===== src/rtl/pixel_framer_pkg.sv =====
// Shared definitions for the pixel framer: geometry defaults, index widths,
// FSM state encoding and the buffered pixel entry layout.
package pixel_framer_pkg;

    localparam int unsigned COL_DEF = 800;
    localparam int unsigned ROW_DEF = 1200;
    localparam int unsigned COL_W   = 10;
    localparam int unsigned ROW_W   = 11;

    typedef enum logic [1:0] {
        IDLE   = 2'd0,
        ACTIVE = 2'd1,
        FLUSH  = 2'd2
    } state_t;

    typedef struct packed {
        logic [7:0]       data;
        logic [COL_W-1:0] col;
        logic [ROW_W-1:0] row;
        logic             sof;
        logic             eol;
        logic             eof;
    } entry_t;

endpackage


===== src/rtl/framer_fifo2.sv =====
// Two-entry register FIFO holding tagged pixels.
// Ports:
//   Ext_Clk  - clock, rising edge
//   Reset    - synchronous active-high reset, empties the FIFO
//   i_push   - write i_din this cycle (caller guarantees not full)
//   i_pop    - drop the head this cycle (caller guarantees not empty)
//   i_din    - entry to write
//   o_head   - oldest entry, all zeros while empty
//   o_fill   - number of stored entries, 0..2
module framer_fifo2
    import pixel_framer_pkg::*;
(
    input  logic       Ext_Clk,
    input  logic       Reset,
    input  logic       i_push,
    input  logic       i_pop,
    input  entry_t     i_din,
    output entry_t     o_head,
    output logic [1:0] o_fill
);

    entry_t     r_mem0;
    entry_t     r_mem1;
    logic [1:0] r_fill;

    always_ff @(posedge Ext_Clk) begin
        if (Reset) begin
            r_mem0 <= '0;
            r_mem1 <= '0;
            r_fill <= 2'd0;
        end else begin
            case ({i_push, i_pop})
                2'b10: begin
                    if (r_fill == 2'd0) begin
                        r_mem0 <= i_din;
                    end else begin
                        r_mem1 <= i_din;
                    end
                    r_fill <= r_fill + 2'd1;
                end
                2'b01: begin
                    r_mem0 <= r_mem1;
                    r_fill <= r_fill - 2'd1;
                end
                2'b11: begin
                    // Fill unchanged; new entry lands behind whatever survives the pop.
                    if (r_fill == 2'd1) begin
                        r_mem0 <= i_din;
                    end else begin
                        r_mem0 <= r_mem1;
                        r_mem1 <= i_din;
                    end
                end
                default: ;
            endcase
        end
    end

    assign o_head = (r_fill != 2'd0) ? r_mem0 : '0;
    assign o_fill = r_fill;

endmodule


===== src/rtl/pixel_framer.sv =====
// Frames an up-sampled pixel stream: tags each accepted pixel with its
// column/row index and sof/eol/eof flags, buffers it in a 2-entry FIFO and
// hands it downstream under valid/ready. A frame_done pulse follows the last
// pixel of each frame once the buffer has drained.
// Ports:
//   Ext_Clk, Reset       - clock and synchronous active-high reset
//   in_valid, in_data    - upstream pixel
//   in_rd_en             - read request to upstream
//   out_ready            - downstream accept
//   out_valid, out_data  - buffered pixel
//   out_col, out_row     - pixel indices
//   out_sof/eol/eof      - frame position flags
//   frame_done           - one-cycle end-of-frame pulse
module pixel_framer
    import pixel_framer_pkg::*;
#(
    parameter int unsigned COL = COL_DEF,
    parameter int unsigned ROW = ROW_DEF
) (
    input  logic             Ext_Clk,
    input  logic             Reset,
    input  logic             in_valid,
    input  logic [7:0]       in_data,
    output logic             in_rd_en,
    input  logic             out_ready,
    output logic             out_valid,
    output logic [7:0]       out_data,
    output logic [COL_W-1:0] out_col,
    output logic [ROW_W-1:0] out_row,
    output logic             out_sof,
    output logic             out_eol,
    output logic             out_eof,
    output logic             frame_done
);

    localparam logic [COL_W-1:0] ColLast = COL_W'(COL - 1);
    localparam logic [ROW_W-1:0] RowLast = ROW_W'(ROW - 1);

    state_t           r_state;
    state_t           w_state_d;
    logic [COL_W-1:0] r_col;
    logic [ROW_W-1:0] r_row;
    logic [1:0]       w_fill;
    logic             w_push;
    logic             w_pop;
    logic             w_last_col;
    logic             w_last_px;
    logic             w_frame_done;
    entry_t           w_din;
    entry_t           w_head;

    // Handshake outputs depend only on registered state (plus reset gating).
    assign in_rd_en  = ~Reset & (w_fill != 2'd2) & (r_state != FLUSH);
    assign out_valid = ~Reset & (w_fill != 2'd0);

    assign w_push     = in_valid & in_rd_en;
    assign w_pop      = out_valid & out_ready;
    assign w_last_col = (r_col == ColLast);
    assign w_last_px  = w_last_col & (r_row == RowLast);

    always_comb begin
        w_din      = '0;
        w_din.data = in_data;
        w_din.col  = r_col;
        w_din.row  = r_row;
        w_din.sof  = (r_col == '0) & (r_row == '0);
        w_din.eol  = w_last_col;
        w_din.eof  = w_last_px;
    end

    framer_fifo2 u_fifo (
        .Ext_Clk (Ext_Clk),
        .Reset   (Reset),
        .i_push  (w_push),
        .i_pop   (w_pop),
        .i_din   (w_din),
        .o_head  (w_head),
        .o_fill  (w_fill)
    );

    assign out_data = w_head.data;
    assign out_col  = w_head.col;
    assign out_row  = w_head.row;
    assign out_sof  = w_head.sof;
    assign out_eol  = w_head.eol;
    assign out_eof  = w_head.eof;

    always_ff @(posedge Ext_Clk) begin
        if (Reset) begin
            r_col <= '0;
            r_row <= '0;
        end else if (w_push) begin
            if (w_last_col) begin
                r_col <= '0;
                r_row <= w_last_px ? '0 : r_row + ROW_W'(1);
            end else begin
                r_col <= r_col + COL_W'(1);
            end
        end
    end

    always_ff @(posedge Ext_Clk) begin
        if (Reset) begin
            r_state <= IDLE;
        end else begin
            r_state <= w_state_d;
        end
    end

    always_comb begin
        w_state_d    = r_state;
        w_frame_done = 1'b0;
        case (r_state)
            IDLE: begin
                if (w_push) begin
                    w_state_d = w_last_px ? FLUSH : ACTIVE;
                end
            end
            ACTIVE: begin
                if (w_push && w_last_px) begin
                    w_state_d = FLUSH;
                end
            end
            FLUSH: begin
                if (w_fill == 2'd0) begin
                    w_state_d    = IDLE;
                    w_frame_done = 1'b1;
                end
            end
            default: w_state_d = IDLE;
        endcase
    end

    assign frame_done = ~Reset & w_frame_done;

endmodule


===== config.mk =====
export PLATFORM = sky130hd
export DESIGN_NAME = pixel_framer
export DESIGN_NICKNAME = d
export VERILOG_FILES = /design/src/rtl/pixel_framer_pkg.sv /design/src/rtl/framer_fifo2.sv /design/src/rtl/pixel_framer.sv
export SDC_FILE = /design/constraint.sdc
export NUM_CORES = 1
export LEC_CHECK = 0
export ABC_AREA = 1
export CAP_MARGIN = 20
export CORE_ASPECT_RATIO = 0.5
export CORE_MARGIN = 10
export CORE_UTILIZATION = 61
export DETAILED_ROUTE_END_ITERATION = 12
export PLACE_DENSITY = 0.82
export SETUP_SLACK_MARGIN = 0.02
export SLEW_MARGIN = 30
export SYNTH_ARGS = -nofsm -noshare
export SYNTH_HDL_FRONTEND = slang
export SYNTH_SLANG_ARGS = --single-unit

===== constraint.sdc =====
create_clock -name Ext_Clk -period 6.14 [get_ports Ext_Clk]
set_input_delay 1.535 -clock Ext_Clk [delete_from_list [all_inputs] [get_ports Ext_Clk]]
set_output_delay 1.535 -clock Ext_Clk [all_outputs]
set_load 0.01 [all_outputs]

==> metrics.md <==
| Metric | Value |
|---|---|
| Worst path arrival time | `around 2.6 ns` |
| Synth Instances | `643` |
| Vias in the first global route | `~3900` |
| Worst Path Max Fanout | `45` |
| Worst hold slack | `0.467 ns` |
| Pwr/cell area | `between 200 and 300 mW/mm²` |
| Slew headroom | `~46%` |
| I/O pins | `47` |
| Vias | `~4200` |
| Adder-cell share of the synthesized area | `under 10%` |
| Final hold vios | `0` |
| Worst VDD drop | `0.149 mV` |
| Largest net degree at the start of global routing | `56` |
| Placer Congestion | `0.864` |
| Total of max-cap violations | `0` |
| Ant diodes | `0` |
| Area grow syn2layout | `16.3%` |
| HPWL after DPL | `~7.4 mm` |
| Initial core utilization | `about 62%` |
| Rows | `22` |
| Reg2reg start | `u_fifo.o_fill[0]$_SDFFE_PP0P_` |
| FF+latch count, synth | `89` |
| Mux cell area share after synthesis | `0%` |
| Slew Viols, Final | `0` |
| Yosys top cell by area | `dfxtp_1` |
| Clock-pin transition on the worst setup and hold timing paths | `roughly 0.060 ns` |
| Port Buf Inserts | `46` |
| CTS sink cnt | `89` |
| Post-CTS Resized | `0` |
| Unrepaired setup endpoints after global routing | `no` |
| Final worst slack | `~2.0 ns` |
| Hold crit path type | `flop to flop` |
| Placement Setup Slack | `about 1.7 ns` |
| Final period util | `68.0%` |
| Most common cell in the netlist | `inv_1` |
| Core Footprint | `slightly above 0.007 mm²` |
| Status | `finished, final reports clean` |
| Clk root buf | `clkbuf_16` |
| Num CTS Buffers | `9` |
| Crit path kind | `input port to primary output` |
| Layout cells sized above 1 | `8.47%` |
| Yosys top cell area share | `39.3%` |
| Final wirelength | `~11 mm` |
| Initial antenna violation count | `0` |
| Syn Nets | `roughly 670` |
| Post-synth top cells | `inv_1, dfxtp_1, nand2_1` |
| Synth Flop Type | `dfxtp_1` |
| Xor and xnor area share after synthesis | `less than 1%` |
| CP required | `about 4.6 ns` |
| Critical Path End Type | `primary output` |
| Synth Area per Inst | `roughly 7 µm²` |
| Ranking of synthesized cells by area | `dfxtp_1, a21oi_1, inv_1` |
| Largest family of logic cells by synthesized area | `simple AND/OR/NAND/NOR gates` |
| Hold Path Origin | `u_fifo.r_mem1[25]$_SDFFE_PP0P_` |
| Global Route Usage Sum | `between 10% and 20%` |
| Startpoint types | `input port` |
| Cts hold-fix bufs | `0` |
| Detailed Route Iter0 Violations | `between 400 and 500` |
| Worst-Margin Slew | `around 0.8 ns` |
| Seq/Total Area, Yosys | `39.3%` |
| Setup TNS | `0 ns` |
| Total chip power | `1530 µW` |
| Post-CTS Setup Bufs | `0` |
| Synth Area in Compound Gates | `a little under a fifth` |
| Critical path origin | `Reset` |
| P_leak | `approximately 0.0023 µW` |
| Drt first pass iters | `6` |
| Layout Skew | `around 0.0053 ns` |
| Cell area after synthesis | `~0.0045 mm²` |
| Post-synth EDFFs | `0` |
| First-pass GRT wire length | `18.9 mm` |
| Setup violators final | `0` |
| Yosys cell types | `37` |
| Clock latency on the worst-skew pair | `0.35 ns` |
| Simple-gate share of the synthesized area | `between 20% and 30%` |
| DIE AREA | `about 0.011 mm²` |
| Die height | `between 80 and 90 µm` |
| Post-synth ARST share | `0%` |
| Min cycle time layout | `about 4.2 ns` |
| GRT Residual Overflow | `0` |
| Maximum clock rate | `around 240 MHz` |
| CTS tree | `done` |
| Avg WL per Cell | `14.3 µm` |
| Final #Nets | `approximately 700` |
| DRC errors left | `0` |
| Final ANT Viol Nets | `0` |
| Number of synthesis warnings | `0` |
| Die width | `142 µm` |
| CTS max path bufs | `2` |
| Vias/cell | `5.52` |
| H-tree depth | `3` |
## critical path, cell delays in order
cell and delay (ns):
buf_4 0.46, nor2_8 0.05, nand2_1 0.08, inv_1 0.04, clkdlybuf4s50_1 0.47
## metrics by stage
stage / cell area [µm²] / util [%] / cells
3_3_place_gp: 4950 / 68.1 / 753
6_report: 5270 / 72.5 / 769
3_5_place_dp: 4950 / 68.1 / 753
5_1_grt: 5270 / 72.5 / 769
2_1_floorplan: 4530 / - / 643
4_1_cts: 5270 / 72.5 / 769
## area by class of cell
type / instances / area (µm²)
Multi-Input combinational cell: 414 / 2170
Clock buffer: 11 / 243
Inverter: 105 / 397
Timing Repair Buffer: 49 / 480
Fill cell: 586 / 2000
Sequential cell: 89 / 1780
Tap cell: 96 / 120
Clock inverter: 5 / 78.8
## cell usage in the layout, fill, tap and decap left out, types with 5 or more instances in the layout
cell	count
clkdlybuf4s50_1	45
a21oi_1	73
inv_1	92
nand2_1	84
nand4_1	10
dfxtp_1	89
o211ai_1	9
nor3_1	9
ha_1	11
o21ai_1	34
nor2_1	57
nand2_2	5
o21ai_0	38
inv_2	12
clkbuf_16	9
nand3_1	56
## sequential cells by signal, summed over array words and instances (netlist names)
signal / cells
r_state: 2
r_row: 11
u_fifo.r_mem1: 32
u_fifo.r_mem0: 32
r_col: 10
u_fifo.o_fill: 2
## routing by layer
metal | vias up | part of all wire [%] | track usage [%]
met5 | - | 0 | 0
met4 | 0 | 1.0 | 5.48
met3 | 11 | 6.9 | 5.30
met2 | 138 | 44 | 31.3
met1 | 1965 | 48 | 26.5
li1 | 2134 | - | -
## report_power, final
group          internal [µW]  total, µW  switching (µW)  leakage (µW)
sequential               634        659            24.1      0.000728
clock                    367        590             224      0.000159
combinational            106        284             178       0.00137
total                   1110       1530             425       0.00226
## worst paths after layout
check,end,cells past startpoint,slack [ns]
setup reg to reg,u_fifo.r_mem1[17]$_SDFFE_PP0P_,11,2.91
hold reg to reg,u_fifo.r_mem1[25]$_SDFFE_PP0P_,2,0.47
hold / removal,u_fifo.r_mem1[25]$_SDFFE_PP0P_,2,0.47
setup / recovery,in_rd_en,5,1.97
## cells by family (layout without fill, tap and decap cells)
family / count (synthesis) / in the layout
XOR/XNOR: 2 / 2
adder cells (fa/ha/maj): 11 / 11
AND/OR/NAND/NOR: 239 / 239
flip-flops: 89 / 89
buffers and inverters: 140 / 170
AO/OA/AOI/OAI: 162 / 162
Note: power is estimated with default switching activity, not from simulation.
